### src/rtl/sort_seq_ctrl.sv
// Batch sequencer for sort_stage: loads M words into a chi matrix, then emits them
// max-first by feeding the stage its own reduced matrix one pass per output word.
package sort_pkg;
    localparam int M = 4;
    localparam int N = 8;
endpackage

module sort_seq_ctrl
    import sort_pkg::*;
(
    input  logic                  i_clk,
    input  logic                  i_rst_n,
    input  logic [N-1:0]          i_data,
    input  logic                  i_valid,
    output logic                  o_ready,
    output logic [M-1:0][N-1:0]   o_stage_chi,
    input  logic [M-1:0][N-1:0]   i_stage_chi,
    input  logic [N-1:0]          i_stage_y_q,
    output logic [N-1:0]          o_data,
    output logic                  o_valid,
    input  logic                  i_ready,
    output logic                  o_last,
    output logic                  o_busy
);

    localparam int CW = $clog2(M + 1);
    localparam logic [CW-1:0] M_CNT    = CW'(M);
    localparam logic [CW-1:0] LAST_CNT = CW'(M - 1);

    typedef enum logic [1:0] {IDLE, LOAD, SORT} state_t;

    state_t               state;
    logic [M-1:0][N-1:0]  chi;
    logic [CW-1:0]        ld_cnt;
    logic [CW-1:0]        em_cnt;
    logic                 accept;
    logic                 adv;
    logic                 out_xfer;

    assign o_ready     = (state == IDLE) || (state == LOAD);
    assign o_busy      = (state != IDLE);
    assign o_stage_chi = chi;

    assign accept   = i_valid & o_ready;
    assign out_xfer = o_valid & i_ready;
    // A new pass is taken only when the output register is empty or draining this edge.
    assign adv      = (state == SORT) && (em_cnt < M_CNT) && (!o_valid || i_ready);

    always_ff @(posedge i_clk or negedge i_rst_n) begin
        if (!i_rst_n) begin
            state   <= IDLE;
            chi     <= '0;
            ld_cnt  <= '0;
            em_cnt  <= '0;
            o_data  <= '0;
            o_valid <= 1'b0;
            o_last  <= 1'b0;
        end else begin
            case (state)
                IDLE, LOAD: begin
                    if (accept) begin
                        for (int r = 0; r < M; r++) begin
                            if (ld_cnt == CW'(r)) begin
                                chi[r] <= i_data;
                            end
                        end
                        if (ld_cnt == LAST_CNT) begin
                            state  <= SORT;
                            ld_cnt <= '0;
                            em_cnt <= '0;
                        end else begin
                            state  <= LOAD;
                            ld_cnt <= ld_cnt + CW'(1);
                        end
                    end
                end
                SORT: begin
                    if (adv) begin
                        o_data  <= i_stage_y_q;
                        o_valid <= 1'b1;
                        o_last  <= (em_cnt == LAST_CNT);
                        chi     <= i_stage_chi;
                        em_cnt  <= em_cnt + CW'(1);
                    end else if (out_xfer) begin
                        o_valid <= 1'b0;
                        o_last  <= 1'b0;
                    end
                    // chi is left stale on exit; the next load rewrites every row.
                    if (out_xfer && o_last) begin
                        state <= IDLE;
                    end
                end
                default: state <= IDLE;
            endcase
        end
    end

endmodule

### config.mk
export PLATFORM = sky130hd
export DESIGN_NAME = sort_seq_ctrl
export DESIGN_NICKNAME = d
export VERILOG_FILES = /design/src/rtl/sort_seq_ctrl.sv
export SDC_FILE = /design/constraint.sdc
export NUM_CORES = 1
export LEC_CHECK = 0
export CAP_MARGIN = 10
export CORE_UTILIZATION = 39
export CTS_CLUSTER_SIZE = 20
export DETAILED_ROUTE_END_ITERATION = 6
export PLACE_DENSITY = 0.76
export SKIP_CTS_REPAIR_TIMING = 1
export SYNTH_ARGS = -nofsm -noshare
export SYNTH_HDL_FRONTEND = slang
export SYNTH_SLANG_ARGS = --single-unit
### constraint.sdc
create_clock -name i_clk -period 1.7 [get_ports i_clk]
set_clock_uncertainty 0.2 [all_clocks]
set_input_delay 0.34 -clock i_clk [delete_from_list [all_inputs] [get_ports i_clk]]
set_output_delay 0.34 -clock i_clk [all_outputs]
set_load 0.01 [all_outputs]
==> impl_metrics.tcl, run 1 <==
set metrics [dict create \
    netlist_instances 218 \
    synth.area.top_cells "dfrtp_1 (52%), mux2i_1 (13%), a21oi_1 (7.8%)" \
    htree_levels 2 \
    synthTopCellsByCount "dfrtp_1 (50), a21oi_1 (37), inv_1 (37)" \
    start_kind "flip-flop" \
    nFillCells 446 \
    setup.worst_path.class "reg2reg" \
    async_flop_share_pct 100 \
    drive_above_1_share_pct 22.5 \
    wire_per_inst_um 15.3 \
    path_clk_slew_ns 0.09 \
    final-setup-viol-count 5 \
    hold-worst-slack_ns 0.228 \
    port_buffers 95 \
    synth_flop_cell "dfrtp_1" \
    yosysWarnings 0 \
    grt-ovfl-total 0 \
    cp.required_ns 1.68 \
    p_leak_uw 0.00218 \
    synth_top_cell_by_area "dfrtp_1" \
    arrival_ns 1.73 \
    placedCellCount 401 \
    synthMostInstantiatedCell "dfrtp_1" \
    grt_max_degree 35 \
    ant_nets 0 \
    dp_hpwl_um 4440 \
    max_cap_violations 0 \
    num_antenna_cells 0 \
    yosysSeqAreaShare_pct 52.5 \
    grt_pass1_vias 1929 \
    synth_edf_count 0 \
    clock_path_buffers 2 \
    ys_seq_elements 50 \
    synth_area_per_cell_um2 10.9 \
    dpl-instance-area_um2 3620 \
    slew_headroom_pct 76.0 \
    core-area_um2 5920 \
    antenna_found_initial 0 \
    insertion_delay_ns 0.31 \
    min-delay-path-class "in2reg" \
    routed_via_density 4.91 \
    dr.pass1.iters 4 \
    io_pins 96 \
    finalWorstSetupSlack_ns -0.0504 \
    clock-sinks 50 \
    cts_tree "done" \
    cts_buffers 5 \
    fin_util_pct 68.8 \
    min_period_ns 1.75 \
    hold_viol 0 \
    vias 2048 \
    die_w_um 80.2 \
    drc 0 \
    syn_area_um2 2380 \
    violations "negative setup slack" \
    slew_violations 0 \
    max_freq_ghz 0.571 \
    netlist-cell-type-count 28 \
    final_cell_area_um2 4070 \
    worstMarginPinSlew_ns 0.359 \
    final_cells 417 \
    synth_top_area_share_pct 52.5 \
    die_area_um2 6430 \
    syn_to_final_growth_pct 70.8 \
    status "complete, but fails checks" \
    final_nets 399 \
    ir_worst_vdd_mv 0.826 \
    finalCritPeriodShare_pct 103 \
    initial_core_util_pct 40.3 \
    power.density_nw_per_um2 1540 \
    rsz0062_at_grt "true" \
    path_max_fanout 15 \
    total_power_uw 6280 \
    syn-num-nets 276 \
    rows 28 \
    cts_root_buf "clkbuf_8" \
    routed_wl_um 6360 \
    grt_util_all_layers_pct 18.8 \
    drtIter0Drc 96 \
    grt_pass1_wl_um 9030 \
    die_h_um 80.2 \
    place_congestion 0.823 \
    endpoint_kind "flip-flop" \
]
## worst paths after layout
check | start | end | slack, ns | cells past startpoint
min in group asynchronous | i_rst_n | o_data[2] | 0.33 | 3
worst max-delay path | state[1] | o_stage_chi[17] | -0.05 | 6
max in group asynchronous | i_rst_n | state[1] | 0.74 | 3
worst min register to register | em_cnt[0] | em_cnt[0] | 0.29 | 1
worst max register to register | state[1] | o_stage_chi[17] | -0.05 | 6
worst min-delay path | i_ready | o_valid | 0.23 | 5
## state kept, by name, summed over array words and instances, names as in the netlist
register	cells
o_data	8
state	2
o_valid	1
o_stage_chi	32
em_cnt	3
o_last	1
ld_cnt	3
## worst max-delay path, cell delays in order (launching register included)
cell and delay, ns:
dfrtp_2 0.46, and2b_2 0.24, buf_12 0.16, buf_12 0.15, buf_6 0.13, a21oi_1 0.18, mux2i_1 0.11
## layout by cell type, fill, tap and decap left out, drive strengths merged, types with 2 or more instances in the layout
cell type / n
ha: 6
mux2i: 32
clkdlybuf4s50: 49
inv: 37
nand2: 6
buf: 28
a32o: 2
dlymetal6s2s: 44
dfrtp: 50
a21oi: 37
nor2: 8
clkbuf: 7
mux2: 9
nor2b: 11
## kinds of logic after synthesis
group	count (synthesis)	share of synthesized area, %
compound gates	46	11.5
fa+ha+maj	6	3.15
buf+inv	44	7.45
flops	50	52.5
mux	41	17.7
simple gates	31	7.72
## layout make-up
type	instances	area, um^2	area share (%)
multi-input cells	124	1080	26.4
inverters	37	139	3.41
clock inverters	2	37.5	0.922
repair buffers	123	1400	34.4
clock buffers	6	72.6	1.78
well taps	75	93.8	2.30
flip-flops and latches	50	1250	30.8
## per-stage QoR
step | setup TNS [ns] | setup WS [ns]
5_1_grt | -0.916 | -0.0966
3_5_place_dp | -17.90 | -0.466
6_report | -0.100 | -0.0504
2_1_floorplan | 0 | 0.00914
3_3_place_gp | -15.54 | -0.395
4_1_cts | -7.18 | -0.340
## power breakdown
| part | leakage [uW] | switching, uW | internal [uW] |
|---|---|---|---|
| Sequential | 0.000595 | 329 | 1760 |
| Clock | 0.0000514 | 410 | 440 |
| Combinational | 0.00153 | 1470 | 1870 |
| Total | 0.00218 | 2210 | 4070 |
## per-layer routing
layer	vias up	track usage [%]	part of all wire (%)
met3	13	5.23	6.6
met1	991	23.5	42
met4	0	5.71	1.5
met2	76	31.4	50
li1	968	-	-
met5	-	0	0
(Power assumes the default switching activity.)
==> run 2: changes to the inputs <==
--- a/config.mk
+++ b/config.mk
@@ -9,7 +9,8 @@
 export CORE_UTILIZATION = 39
 export CTS_CLUSTER_SIZE = 20
 export DETAILED_ROUTE_END_ITERATION = 6
-export PLACE_DENSITY = 0.76
+export PLACE_DENSITY_LB_ADDON = 0.1
+export RECOVER_POWER = 100
 export SKIP_CTS_REPAIR_TIMING = 1
 export SYNTH_ARGS = -nofsm -noshare
 export SYNTH_HDL_FRONTEND = slang
==> run 2 against run 1 <==
  * The flow still finishes with violations (negative setup slack)
  * Clock power down 2%
  * Utilization down 1.9 points
  * Register-to-register slack worse by 0.02 ns
  * Power down 1.3%
  * Global-route usage up 0.087 points
  * Final cell count down 0.24%
  * Maximum frequency down 1.4%
  * Critical endpoint is now o_stage_chi[0]
==> impl_metrics.tcl, run 2 (synthesis results as in run 1) <==
set metrics [dict create \
    status "complete, but fails checks" \
    violations "negative setup slack" \
    cp.required_ns 1.73 \
    finalCritPeriodShare_pct 104 \
    min_delay_path_depth 1 \
    path_buf_inv 3 \
    min_from "o_data[4]" \
    worstMarginPinSlew_ns 0.688 \
    hold_path_end "o_data[4]" \
    setup.worst_path.class "reg2reg" \
    hold-worst-slack_ns 0.303 \
    place_ws_ns -0.416 \
    slew_violations 0 \
    grt_max_degree 51 \
    num_antenna_cells 0 \
    comb_power_share_pct 53.2 \
    ant_nets 0 \
    clock-sinks 50 \
    hold_viol 0 \
    dr.pass1.iters 6 \
    ir_worst_vdd_mv 0.861 \
    rows 28 \
    power.density_nw_per_um2 1570 \
    initial_core_util_pct 40.3 \
    min-delay-path-class "reg2reg" \
    finalWorstSetupSlack_ns -0.0753 \
    rsz0062_at_grt "true" \
    final_nets 398 \
    drive_above_1_share_pct 18.5 \
    path_max_fanout 7 \
    grt_pass1_vias 1874 \
    slew_headroom_pct 54.1 \
    cts_root_buf "clkbuf_8" \
    total_power_uw 6200 \
    syn_to_final_growth_pct 66.1 \
    drtIter0Drc 89 \
    seq_area_um2 1250 \
    drc 0 \
    insertion_delay_ns 0.30 \
    routed_wl_um 6110 \
    clock_path_buffers 2 \
    grt-ovfl-total 0 \
    fin_util_pct 66.9 \
    max_freq_ghz 0.563 \
    die_h_um 80.2 \
    seq_power_share_pct 33.4 \
    reg2reg_slack_ns -0.08 \
    arrival_ns 1.80 \
    switching_share_pct 34.5 \
    port_buffers 95 \
    place_congestion 0.764 \
    grt_pass1_wl_um 9070 \
    fin_setup_tns_ns -1.47 \
    wire_per_inst_um 14.7 \
    r2r_cells 7 \
    nFillCells 459 \
    max_cap_violations 0 \
    final_common_cell "clkdlybuf4s50_1" \
    clockPowerShare_pct 13.4 \
    p_leak_uw 0.00212 \
    cp_slowest_cell "dfrtp_2" \
    core-area_um2 5920 \
    cp_cell_sequence "buf_6 -> buf_4 -> nor2_2 -> a21oi_1 -> nor2_4 -> buf_12 -> mux2i_2" \
    antenna_found_initial 0 \
    die_w_um 80.2 \
    htree_levels 2 \
    critPathTopFamily "flip-flops" \
    multi_input_area_um2 1010 \
    cts_buffers 5 \
    endpoint_kind "flip-flop" \
    vias 1999 \
    die_area_um2 6430 \
    grt_util_all_layers_pct 18.9 \
    io_pins 96 \
    routed_via_density 4.81 \
    path_clk_slew_ns 0.09 \
    cts_tree "done" \
    final-setup-viol-count 34 \
    switchingPower_uw 2140 \
    intPower_uw 4060 \
    final_cell_mix "clkdlybuf4s50_1 (50), dfrtp_1 (49), dlymetal6s2s_1 (43)" \
    start_kind "flip-flop" \
    r2r_start "state[1]" \
    dp_hpwl_um 4220 \
    slowest_delay_ns 0.43 \
    largest_reg_flops 32 \
    r2r_end "o_stage_chi[0]" \
    min_period_ns 1.78 \
]
==> run 2: cell count changes in the layout (fill, tap and decap cells not counted), sizes merged <==
cell,previous run,this run
buf,28,25
clkbuf,7,10
clkdlybuf4s50,49,50
clkinvlp,1,0
dlymetal6s2s,44,43
==> run 2: worst max path at each step <==
stage / startpoint / end / slack, ns / depth (start not counted)
after floorplan: state[1] / o_stage_chi[24] / 0.009 / 5
after global placement: i_valid / o_stage_chi[11] / -0.40 / 7
after detailed placement: i_ready / o_stage_chi[8] / -0.42 / 6
after CTS: state[1] / o_busy / -0.36 / 2
after global routing: ld_cnt[0] / o_stage_chi[27] / -0.17 / 6
final: state[1] / o_stage_chi[0] / -0.08 / 7
==> run 2: area by class of cell <==
class	instances	share of cell area, %
repair buffers	122	34.3
clock buffers	7	1.93
flip-flops and latches	50	31.6
clock inverters	1	0.758
inverters	37	3.51
multi-input cells	124	25.5
well taps	75	2.37
==> run 2: per-stage QoR <==
| stage | cell area (um^2) | instances |
|---|---|---|
| finish | 3960 | 416 |
| global route | 3960 | 416 |
| CTS | 3680 | 408 |
| detailed placement | 3580 | 400 |
| global placement | 3580 | 400 |
| floorplan | 2380 | 218 |
==> run 2: worst register-to-register path, cell delays in order (launching register included) <==
cell and delay (ns):
dfrtp_2 0.43, buf_6 0.13, buf_4 0.12, nor2_2 0.17, a21oi_1 0.13, nor2_4 0.17
buf_12 0.14, mux2i_2 0.20
==> run 2: power by group through the flow <==
stage	Combinational, uW	Clock, uW	Sequential [uW]
after floorplan	1220	0	2330
after global placement	3060	0	2090
after detailed placement	3100	0	2100
after CTS	3120	849	2090
after global routing	3580	898	2140
final	3300	831	2070
==> run 2: per-layer routing <==
layer  vias to the layer above  global-route usage [%]  part of all wire, %
met5                         -                       0                    0
met4                         0                    5.54                  1.2
met3                         6                    5.34                  5.7
met2                        61                    28.5                   48
met1                       969                    26.2                   45
li1                        963                       -                    -
